File: src/rtl/memory_interface.sv
// memory_interface: core load/store/fetch requests onto a valid/ready bus with lane steering and extension
module memory_interface (
  input  logic        clk,
  input  logic        reset,
  input  logic        en_mem,
  input  logic [1:0]  W_R_mem,
  input  logic [1:0]  wordsize_mem,
  input  logic        sign_mem,
  input  logic [31:0] addr,
  input  logic [31:0] wdata,
  output logic [31:0] rdata,
  output logic [31:0] inst,
  output logic        busy_mem,
  output logic        done_mem,
  output logic        aligned_mem,
  output logic        mem_valid,
  input  logic        mem_ready,
  output logic        mem_instr,
  output logic [31:0] mem_addr,
  output logic [3:0]  mem_wstrb,
  output logic [31:0] mem_wdata,
  input  logic [31:0] mem_rdata
);
  typedef enum logic [1:0] {IDLE, REQ, DONE, ERR} state_t;
  state_t state_q, state_d;
  logic [1:0]  type_q, size_q;
  logic        sign_q;
  logic [31:0] addr_q, wdata_q, rdata_q, inst_q;
  logic        misaligned, accept, fetch, write, in_req;
  logic [31:0] lane, load_d;
  logic [3:0]  strobe;
  assign misaligned = (W_R_mem == 2'b11 || wordsize_mem[1]) ? |addr[1:0]
                    : (wordsize_mem == 2'b01) & addr[0];
  assign accept = state_q == IDLE && en_mem && !misaligned;
  assign fetch  = type_q == 2'b11;
  assign write  = type_q == 2'b00;
  assign in_req = state_q == REQ;
  always_ff @(posedge clk)
    if (!reset) state_q <= IDLE;
    else        state_q <= state_d;
  always_comb begin
    state_d = state_q;
    case (state_q)
      IDLE: state_d = en_mem ? (misaligned ? ERR : REQ) : IDLE;
      REQ:  state_d = mem_ready ? DONE : REQ;
      DONE: state_d = IDLE;
      ERR:  state_d = ERR;
      default: state_d = IDLE;
    endcase
  end
  always_comb begin
    mem_valid   = in_req;
    busy_mem    = in_req;
    done_mem    = state_q == DONE;
    aligned_mem = state_q != ERR;
  end
  // Loads shift the addressed lane down to bit 0 before extension.
  assign lane   = mem_rdata >> {addr_q[1:0], 3'b000};
  assign load_d = size_q == 2'b00 ? {{24{sign_q & lane[7]}}, lane[7:0]}
                : size_q == 2'b01 ? {{16{sign_q & lane[15]}}, lane[15:0]}
                : mem_rdata;
  assign strobe = size_q == 2'b00 ? 4'b0001 << addr_q[1:0]
                : size_q == 2'b01 ? 4'b0011 << addr_q[1:0]
                : 4'b1111;
  always_ff @(posedge clk)
    if (!reset) begin
      type_q  <= 2'b00;
      size_q  <= 2'b00;
      sign_q  <= 1'b0;
      addr_q  <= '0;
      wdata_q <= '0;
      rdata_q <= '0;
      inst_q  <= '0;
    end else begin
      if (accept) begin
        type_q  <= W_R_mem;
        size_q  <= W_R_mem == 2'b11 ? 2'b10 : wordsize_mem;
        sign_q  <= sign_mem;
        addr_q  <= addr;
        wdata_q <= wdata;
      end
      if (in_req && mem_ready && fetch) inst_q <= mem_rdata;
      if (in_req && mem_ready && !fetch && !write) rdata_q <= load_d;
    end
  assign mem_addr  = {addr_q[31:2], 2'b00};
  assign mem_instr = in_req & fetch;
  assign mem_wstrb = (in_req && write) ? strobe : 4'b0000;
  assign mem_wdata = size_q == 2'b00 ? {4{wdata_q[7:0]}}
                   : size_q == 2'b01 ? {2{wdata_q[15:0]}}
                   : wdata_q;
  assign rdata = rdata_q;
  assign inst  = inst_q;
endmodule

File: config.mk
export PLATFORM = sky130hd
export DESIGN_NAME = memory_interface
export DESIGN_NICKNAME = d
export VERILOG_FILES = /design/src/rtl/memory_interface.sv
export SDC_FILE = /design/constraint.sdc
export NUM_CORES = 1
export LEC_CHECK = 0
export CAP_MARGIN = 10
export CORE_MARGIN = 10
export CORE_UTILIZATION = 40
export DETAILED_ROUTE_END_ITERATION = 6
export GPL_ROUTABILITY_DRIVEN = 0
export HOLD_SLACK_MARGIN = 0.02
export PLACE_DENSITY = 0.77
export SLEW_MARGIN = 20
export SYNTH_ARGS = -nofsm -noshare
export SYNTH_HDL_FRONTEND = slang
export SYNTH_SLANG_ARGS = --single-unit
File: constraint.sdc
create_clock -name clk -period 1.65 [get_ports clk]
set_input_delay 0.165 -clock clk [delete_from_list [all_inputs] [get_ports clk]]
set_output_delay 0.165 -clock clk [all_outputs]
set_load 0.02 [all_outputs]
; After elaboration in Yosys (flattened, before gate mapping)
; Index checks and enable logic that the tools add are counted.
[word_totals]
regBits = 135
latch_bits = 0
ram_bits = 0
rom_bits = 0
out_inout_bits = 137
word_cells = 51
mem_count = 0
[classes]
addsub = 0
n_mul = 0
div = 0
order_cmp = 0
eq_ne = 8
shift = 3
mux = 13
bitwise_logic = 4
n_reduce_logical = 15
[ops]
columns = operator, count
row1 = 32-bit two-way mux, 4
row2 = 32-bit by 5-bit >> shifter with 16-bit output, 1
row3 = 4-bit two-way mux, 3
row4 = 2-bit equality test (second input constant), 4
row5 = 2-bit two-way mux, 4
row6 = 2-bit one-hot mux with 4 select lines, 1
row7 = 1-bit logical AND, 7
row8 = 2-bit by 1-bit equality test with 1-bit output (second input constant), 3
row9 = 2-bit zero test, 3
row10 = 1-bit bitwise AND, 4
row11 = 1-bit by 2-bit << shifter with 4-bit output (first input constant), 1
row12 = 2-bit by 2-bit << shifter with 4-bit output (first input constant), 1
row13 = 1-bit zero test, 3
row14 = 2-bit != test (second input constant), 1
row15 = 2-bit OR reduction, 1
row16 = 1-bit logical OR, 1
row17 = 1-bit two-way mux, 1

; Depth between registers and ports, before layout
; Gate-level depths: netlist of the first run.
[depth]
word_depth = 6
ltp_mapped = 7

; Worst setup path before layout of the first run
; Ideal clock, no wire load.
[synth_timing]
kind = reg-to-output
startpoint = reg addr_q[0]
endpoint = out mem_wstrb[2]
arrival_time_ns = 1.567
required_ns = 1.485
setup_slack_ns = -0.082
stages_incl_launch_ff = 7
path_buffers = 2
path_cell_list = dfxtp_1 > buf_2 > inv_1 > buf_2 > ha_1 > mux2_2 > o21a_1
[synth_between]
elab_chain_len = 4
[synth_rtl]
columns = element, line
row1 = "start, declared", 28  ; logic [31:0] addr_q, wdata_q, rdata_q, inst_q;
row2 = "start signal, assigned", 79  ; addr_q <= addr;
row3 = 2-bit by 2-bit << shifter with 4-bit output, 63  ; : size_q == 2'b01 ? 4'b0011 << addr_q[1:0]
row4 = 4-bit two-way mux, 63
row5 = 4-bit two-way mux *, 62  ; assign strobe = size_q == 2'b00 ? 4'b0001 << addr_q[1:0]
row6 = 4-bit two-way mux *, 87  ; assign mem_wstrb = (in_req && write) ? strobe : 4'b0000;
row7 = "end, declared", 20  ; output logic [3:0] mem_wstrb,
; Mark *: on every way between the ends. The rest lies on a longest branch, timed or not.

; Worst setup path after layout of the first run
[layout_timing]
startpoint = reg addr_q[1]
endpoint = reg rdata_q[27] (netlist: rdata[27])
[layout_between]
elab_chain_len = 4
[layout_rtl]
columns = element, line
row1 = 32-bit by 5-bit >> shifter with 16-bit output *, 58  ; assign lane = mem_rdata >> {addr_q[1:0], 3'b000};
row2 = 1-bit bitwise AND, 60  ; : size_q == 2'b01 ? {{16{sign_q & lane[15]}}, lane[15:0]}
row3 = 32-bit two-way mux, 60
row4 = 32-bit two-way mux *, 59  ; assign load_d = size_q == 2'b00 ? {{24{sign_q & lane[7]}}, lane[7:0]}
row5 = "end signal, assigned", 83  ; if (in_req && mem_ready && !fetch && !write) rdata_q <= load_d;
row6 = "end, declared", 28
; Marks and branches as above.
; A chain may end at the register's enable or synchronous reset.

==> flow_summary.toml, run 1 <==
[global_route]
grt_first_pass_wirelength_mm = 33.6
grt_pass1_vias = 6180
overflow = 0
grt_antenna_before_repair = 1
grt_max_degree = 50
grt_use_total_pct = 20.6

[yosys]
synthXorXnorAreaFrac_pct = 0.264
synth_area_leaders = "dfxtp_1 (44%), nand2_1 (13%), a21oi_1 (9.3%)"
synth.most_common_cell = "nand2_1"
synth_top_area_cell = "dfxtp_1"
yosys.area_share.simple_pct = 19.2
ys_async_sr_fraction_pct = 0
synth_edf_count = 0
synthAdderAreaFrac_pct = 0.812
synth_area_um2 = 6160
synth_top_family_by_area = "simple AND/OR/NAND/NOR gates"
yosysUniqueCellTypes = 49
synth-seq-cells = 135
netlist_top_cells_count = "nand2_1 (215), dfxtp_1 (135), a21oi_1 (114)"
synth_compound_area_share_pct = 18.3
yosysWarnings = 0
syn_area_per_cell_um2 = 8.09
syn_inst = 762
synth_mux_area_share_pct = 7.78
synthFlopType = "dfxtp_1"
synth.top_cell.area_share_pct = 43.9
yosysSeqAreaShare_pct = 43.9

[cts]
h-tree-depth = 4
clk_pin_slew_worst_paths_ns = 0.06
clk_latency_ns = 0.41
ctsLongestPathBuffers = 2
cts_tree = "done"
ctsHoldBuffers = 0
cts_made_buffers = 17
root_buffer = "clkbuf_16"
cts.sinks = 135

[route]
drc_errors = 0
route.vias.total = 6541
drt-met1-wl_mm = 9.46
viasPerCell = 5.36
routed.top_layer = "met5"
drt-wirelength-per-cell_um = 20.1
drt_iter0_markers = 416
ant_nets = 0
wl_met3_mm = 2.37
route.met2.wl_mm = 12.3
routed_wl_mm = 24.6
drt_first_pass_iters = 7

[finish]
nFillCells = 1088
nNetsFinal = 1129
drive_above_1_share_pct = 32.1
area_growth_pct = 76.1
diodes = 0
finalInstanceArea_um2 = 10900
final_util_pct = 71.7
layoutNonFillerInstCount = 1220
regArea_um2 = 2720
multiInputGateArea_um2 = 3610

[timing]
setup_violations = 108
setup_slack_ns = -0.147
hold_ws_ns = 0.296
maxSlewViolCount = 0
hold_violations = 0
grt_setup_unrepaired = "true"
fin_skew_ns = 0.00953
layout_min_cycle_time_ns = 1.80
max_clock_freq_mhz = 556
finalSetupTns_ns = -5.68
finalCritPeriodShare_pct = 109

[worst_hold_path]
min_path_type = "in2reg"

[power]
ir_worst_vdd_mv = 0.675
pwr-share-seq_pct = 36.5
power_density_nw_per_um2 = 871
switchingPower_mw = 2.38
p_leak_nw = 4.14
intPower_mw = 7.07
clock_power_share_pct = 44.3
swShare_pct = 25.2
comb_power_share_pct = 19.2

[run_status]
violations = "negative setup slack"
status = "finished with violations"

[worst_setup_path]
worstPathRequired_ns = 1.95
criticalPathCategory = "reg2reg"
crit_fanout = 7
cp-end-kind = "flop"
worst-endpoint-arrival_ns = 2.09
critPathLaunchType = "flop"
crit_chain = "buf_6, buf_12, buf_12, mux2i_4, o32ai_4, o2111ai_4, buf_6, o21ai_1"
slowest_stage = "dfxtp_2"
critPathMaxStageDelay_ns = 0.35

[floorplanning]
core_area_um2 = 15100
start_util_pct = 40.7
die_h_um = 144
rows = 45
die_x_um = 144
num_io_pins = 242
die-area_um2 = 20800

[placed_design]
dp_hpwl_mm = 15.8
dp.cells = 1158
place_area_um2 = 8830
numPortBuffers = 239

[run]
cap_violations = 0
per-layer routing:
layer / GRT usage [%] / vias up
li1: - / 3060
met5: 0 / -
met3: 7.45 / 42
met2: 34.2 / 312
met4: 6.72 / 2
met1: 24.0 / 3125
logic make-up (layout without fill, tap and decap cells):
group           count (synthesis)  in the layout
buf+inv                       102            371
simple gates                  281            281
fa+ha+maj                       4              4
flops                         135            135
mux                            45             45
xor+xnor                        1              1
other cells                     1              2
compound gates                193            193
per-stage QoR:
step / setup WS (ns) / power [mW]
floorplan: -0.0143 / 4.19
global placement: -0.235 / 4.87
detailed placement: -0.262 / 4.88
CTS: -0.166 / 9.15
global route: -0.192 / 9.74
finish: -0.147 / 9.46
what timing repair did:
| item | in CTS | in global routing |
|---|---|---|
| buffers inserted | 11 | 8 |
| endpoints found under the hold margin | 0 | 0 |
| gates cloned | 4 | 9 |
| pin swaps | 9 | 56 |
| gates resized for setup | 222 | 187 |
| endpoints found under the setup margin | 111 | 104 |
state kept, by name, indices dropped and copies added, names as in the netlist:
register	cells
type_q	2
rdata	32
inst	32
addr_q	32
sign_q	1
size_q	2
wdata_q	32
state_q	2
final timing paths:
| path | depth (start not counted) | start | end | slack (ns) |
|---|---|---|---|---|
| hold reg to reg | 2 | inst[19]$_SDFFE_PN0P_ | inst[19]$_SDFFE_PN0P_ | 0.45 |
| setup reg to reg | 8 | addr_q[1]$_SDFFE_PN0P_ | rdata[27]$_SDFFE_PN0P_ | -0.15 |
| setup / recovery | 8 | addr_q[1]$_SDFFE_PN0P_ | rdata[27]$_SDFFE_PN0P_ | -0.15 |
| hold / removal | 3 | wdata[4] | wdata_q[4]$_SDFFE_PN0P_ | 0.30 |
cell type report:
cell class              instances  area share (%)
inverters                       5           0.219
clock buffers                  24            4.71
well taps                     188            2.17
repair buffers                335            33.3
clock inverters                 7            1.28
flip-flops and latches        135            25.0
multi-input cells             526            33.3
power groups by stage:
stage / Sequential (mW) / Combinational [mW] / Clock [mW]
2_1_floorplan: 3.49 / 0.695 / 0
3_3_place_gp: 3.50 / 1.37 / 0
3_5_place_dp: 3.50 / 1.38 / 0
4_1_cts: 3.44 / 1.49 / 4.22
5_1_grt: 3.46 / 1.91 / 4.37
6_report: 3.45 / 1.82 / 4.19
cells in the final DEF (no fill, tap or decap), types with 3 or more instances in the layout:
master | netlist | final
clkbuf_16 | 0 | 26
nor3b_2 | 0 | 7
o22ai_1 | 6 | 3
o22ai_2 | 0 | 3
nor2b_1 | 6 | 3
a21oi_2 | 2 | 50
nor2_2 | 1 | 3
buf_4 | 45 | 51
dfxtp_1 | 135 | 127
a21oi_1 | 114 | 64
mux2_2 | 23 | 12
nand3_1 | 4 | 4
clkdlybuf4s50_1 | 0 | 198
dlygate4sd2_1 | 0 | 5
nand2_2 | 0 | 11
and2_1 | 14 | 14
a2111oi_2 | 1 | 6
a222oi_1 | 6 | 6
o21ai_1 | 1 | 7
mux2i_1 | 22 | 20
o21ai_0 | 36 | 16
nor2_1 | 16 | 11
dlymetal6s2s_1 | 0 | 7
nor2_4 | 0 | 3
buf_6 | 4 | 33
o21ai_2 | 1 | 15
clkbuf_8 | 0 | 6
bufinv_16 | 0 | 4
nand2_1 | 215 | 188
nor3_1 | 5 | 4
nand2_4 | 0 | 16
mux2_4 | 0 | 11
dfxtp_2 | 0 | 6
buf_2 | 12 | 8
ha_4 | 0 | 3
a22o_1 | 6 | 6
buf_8 | 0 | 3
buf_12 | 0 | 17
worst max-delay path: cells and delay by family (launching register included):
kind | cells | cell delay, ns
flops | 1 | 0.35
mux | 1 | 0.27
compound gates | 3 | 0.51
buf+inv | 4 | 0.55
Power figures use the tool's default switching activity.
==> inputs of run 2 (changes only) <==
--- a/config.mk
+++ b/config.mk
@@ -10,7 +10,9 @@
 export CORE_UTILIZATION = 40
 export DETAILED_ROUTE_END_ITERATION = 6
 export GPL_ROUTABILITY_DRIVEN = 0
+export GPL_TIMING_DRIVEN = 0
 export HOLD_SLACK_MARGIN = 0.02
+export MAX_ROUTING_LAYER = met4
 export PLACE_DENSITY = 0.77
 export SLEW_MARGIN = 20
 export SYNTH_ARGS = -nofsm -noshare
==> run 2 against run 1 <==
The run still ends with negative setup slack left. Via count up 2.5%. Critical endpoint is now mem_wstrb[2]. Largest cell class unchanged. Clock power up 5.3%. Final area up 0.38%. Critical path depth down 1. Hold slack worse by 0.024 ns. Count of clock-buffer cells in the layout down 4. Core utilization up 0.27 points. Largest power group unchanged.
==> flow_summary.toml, run 2 (synthesis gave the netlist of run 1 again) <==
[global_route]
grt_use_total_pct = 22.6
use_met2_pct = 36.3
met3_usage_pct = 8.69
overflow = 0
grt_max_degree = 20
grt_pass1_vias = 6428
grt_antenna_before_repair = 1
grt_first_pass_wirelength_mm = 35.1
met1_usage_pct = 25.2
busiest_layer = "met2"

[cts]
root_buffer = "clkbuf_16"
ctsLongestPathBuffers = 2
clk_pin_slew_worst_paths_ns = 0.06
cts_made_buffers = 17
cts.sinks = 135
ctsHoldBuffers = 0
cts_tree = "done"
clk_latency_ns = 0.44
h-tree-depth = 4

[timing]
hold_ws_ns = 0.272
setup_slack_ns = -0.319
maxSlewViolCount = 0
max_slew_margin_pct = 52.9
finalCritPeriodShare_pct = 119
setup_violations = 112
max_clock_freq_mhz = 508
grt_setup_unrepaired = "true"
fin_skew_ns = 0.0105
layout_min_cycle_time_ns = 1.97
tightest_slew_ns = 0.707
hold_violations = 0

[worst_hold_path]
min_path_type = "in2reg"
hp-start = "wdata[0]"
hold_path_depth = 3

[route]
viasPerCell = 5.29
route.vias.total = 6707
drt_iter0_markers = 496
drc_errors = 0
drt-wirelength-per-cell_um = 20.3
routed_wl_mm = 25.7
drt_first_pass_iters = 5
ant_nets = 0

[run]
cap_violations = 0

[floorplanning]
core_area_um2 = 15100
die-area_um2 = 20800
die_x_um = 144
rows = 45
num_io_pins = 242
die_h_um = 144
start_util_pct = 40.7

[placed_design]
numPortBuffers = 239
dp_hpwl_mm = 17.2
place_area_um2 = 8810

[worst_setup_path]
worstPathRequired_ns = 1.48
critical_path.startpoint = "addr_q[1]$_SDFFE_PN0P_"
ff2ff_path_depth = 7
critPathLaunchType = "flop"
worst-endpoint-arrival_ns = 1.80
criticalPathCategory = "reg2out"
rr_startpoint = "addr_q[1]$_SDFFE_PN0P_"
cp-end-kind = "output port"
crit_fanout = 3

[run_status]
violations = "negative setup slack"
status = "finished with violations"

[power]
p_leak_nw = 4.53
power_mw = 9.70
power_density_nw_per_um2 = 890
ir_worst_vdd_mv = 0.706

[finish]
area_growth_pct = 76.8
layout_common_cells = "nand2_1 (194), clkdlybuf4s50_1 (169), dfxtp_1 (127)"
nNetsFinal = 1175
finalInstanceArea_um2 = 10900
layout_commonest_cell = "nand2_1"
drive_above_1_share_pct = 29.3
==> run 2: changes by cell type in the layout (fill, tap and decap cells not counted), sizes merged, moves of 2 or more <==
| cell | before | now |
|---|---|---|
| buf | 114 | 138 |
| bufinv | 4 | 6 |
| clkbuf | 33 | 53 |
| clkdlybuf4s50 | 198 | 169 |
| clkinvlp | 0 | 2 |
| dlygate4sd2 | 5 | 21 |
| dlymetal6s2s | 7 | 19 |
==> run 2: through the flow <==
step                cells  utilization [%]  setup WS [ns]  TNS, ns
floorplan             763                -        -0.0143  -0.0143
finish               1268             71.9         -0.319   -10.73
global route         1268             71.9         -0.344   -15.94
global placement     1190             58.2         -0.870   -74.40
detailed placement   1190             58.2         -0.897   -76.03
CTS                  1253             67.5         -0.360    -4.57
==> run 2: path summary, 6_finish.rpt <==
| kind | slack (ns) | endpoint |
|---|---|---|
| max | -0.32 | mem_wstrb[2] |
| min | 0.27 | wdata_q[0]$_SDFFE_PN0P_ |
| max reg2reg | -0.18 | rdata[22]$_SDFFE_PN0P_ |
| min reg2reg | 0.45 | inst[19]$_SDFFE_PN0P_ |
==> run 2: metal layers <==
layer | vias up | wire, um
met5 | - | 0
met4 | 0 | 602
met3 | 56 | 2540
met2 | 307 | 12400
met1 | 3188 | 10200
li1 | 3156 | -
==> run 2: layout make-up <==
class | count | area [um^2]
antenna | 1 | 2.50
inverter | 5 | 28.8
fill | 1133 | 4250
multi-input combinational | 526 | 3400
sequential | 135 | 2730
tap | 188 | 235
buffer | 86 | 766
clock buffer | 20 | 457
clock inverter | 12 | 223
timing repair buffer | 295 | 3060
==> run 2: timing repair <==
action	CTS	global route
endpoints found under the setup margin	182	125
buffers inserted	34	14
gates resized for setup	334	163
pin swaps	7	43
gates cloned	2	6
==> run 2: report_power, final <==
part | switching (mW) | internal (mW) | total, mW
Sequential | 0.0884 | 3.36 | 3.45
Combinational | 0.875 | 0.964 | 1.84
Clock | 1.50 | 2.91 | 4.41
==> run 2: critical path: stages (launching register included) <==
cell,delay (ns)
dfxtp_2,0.33
buf_6,0.12
buf_8,0.12
inv_6,0.05
ha_4,0.18
mux2_4,0.25
o21a_4,0.19
buf_6,0.13
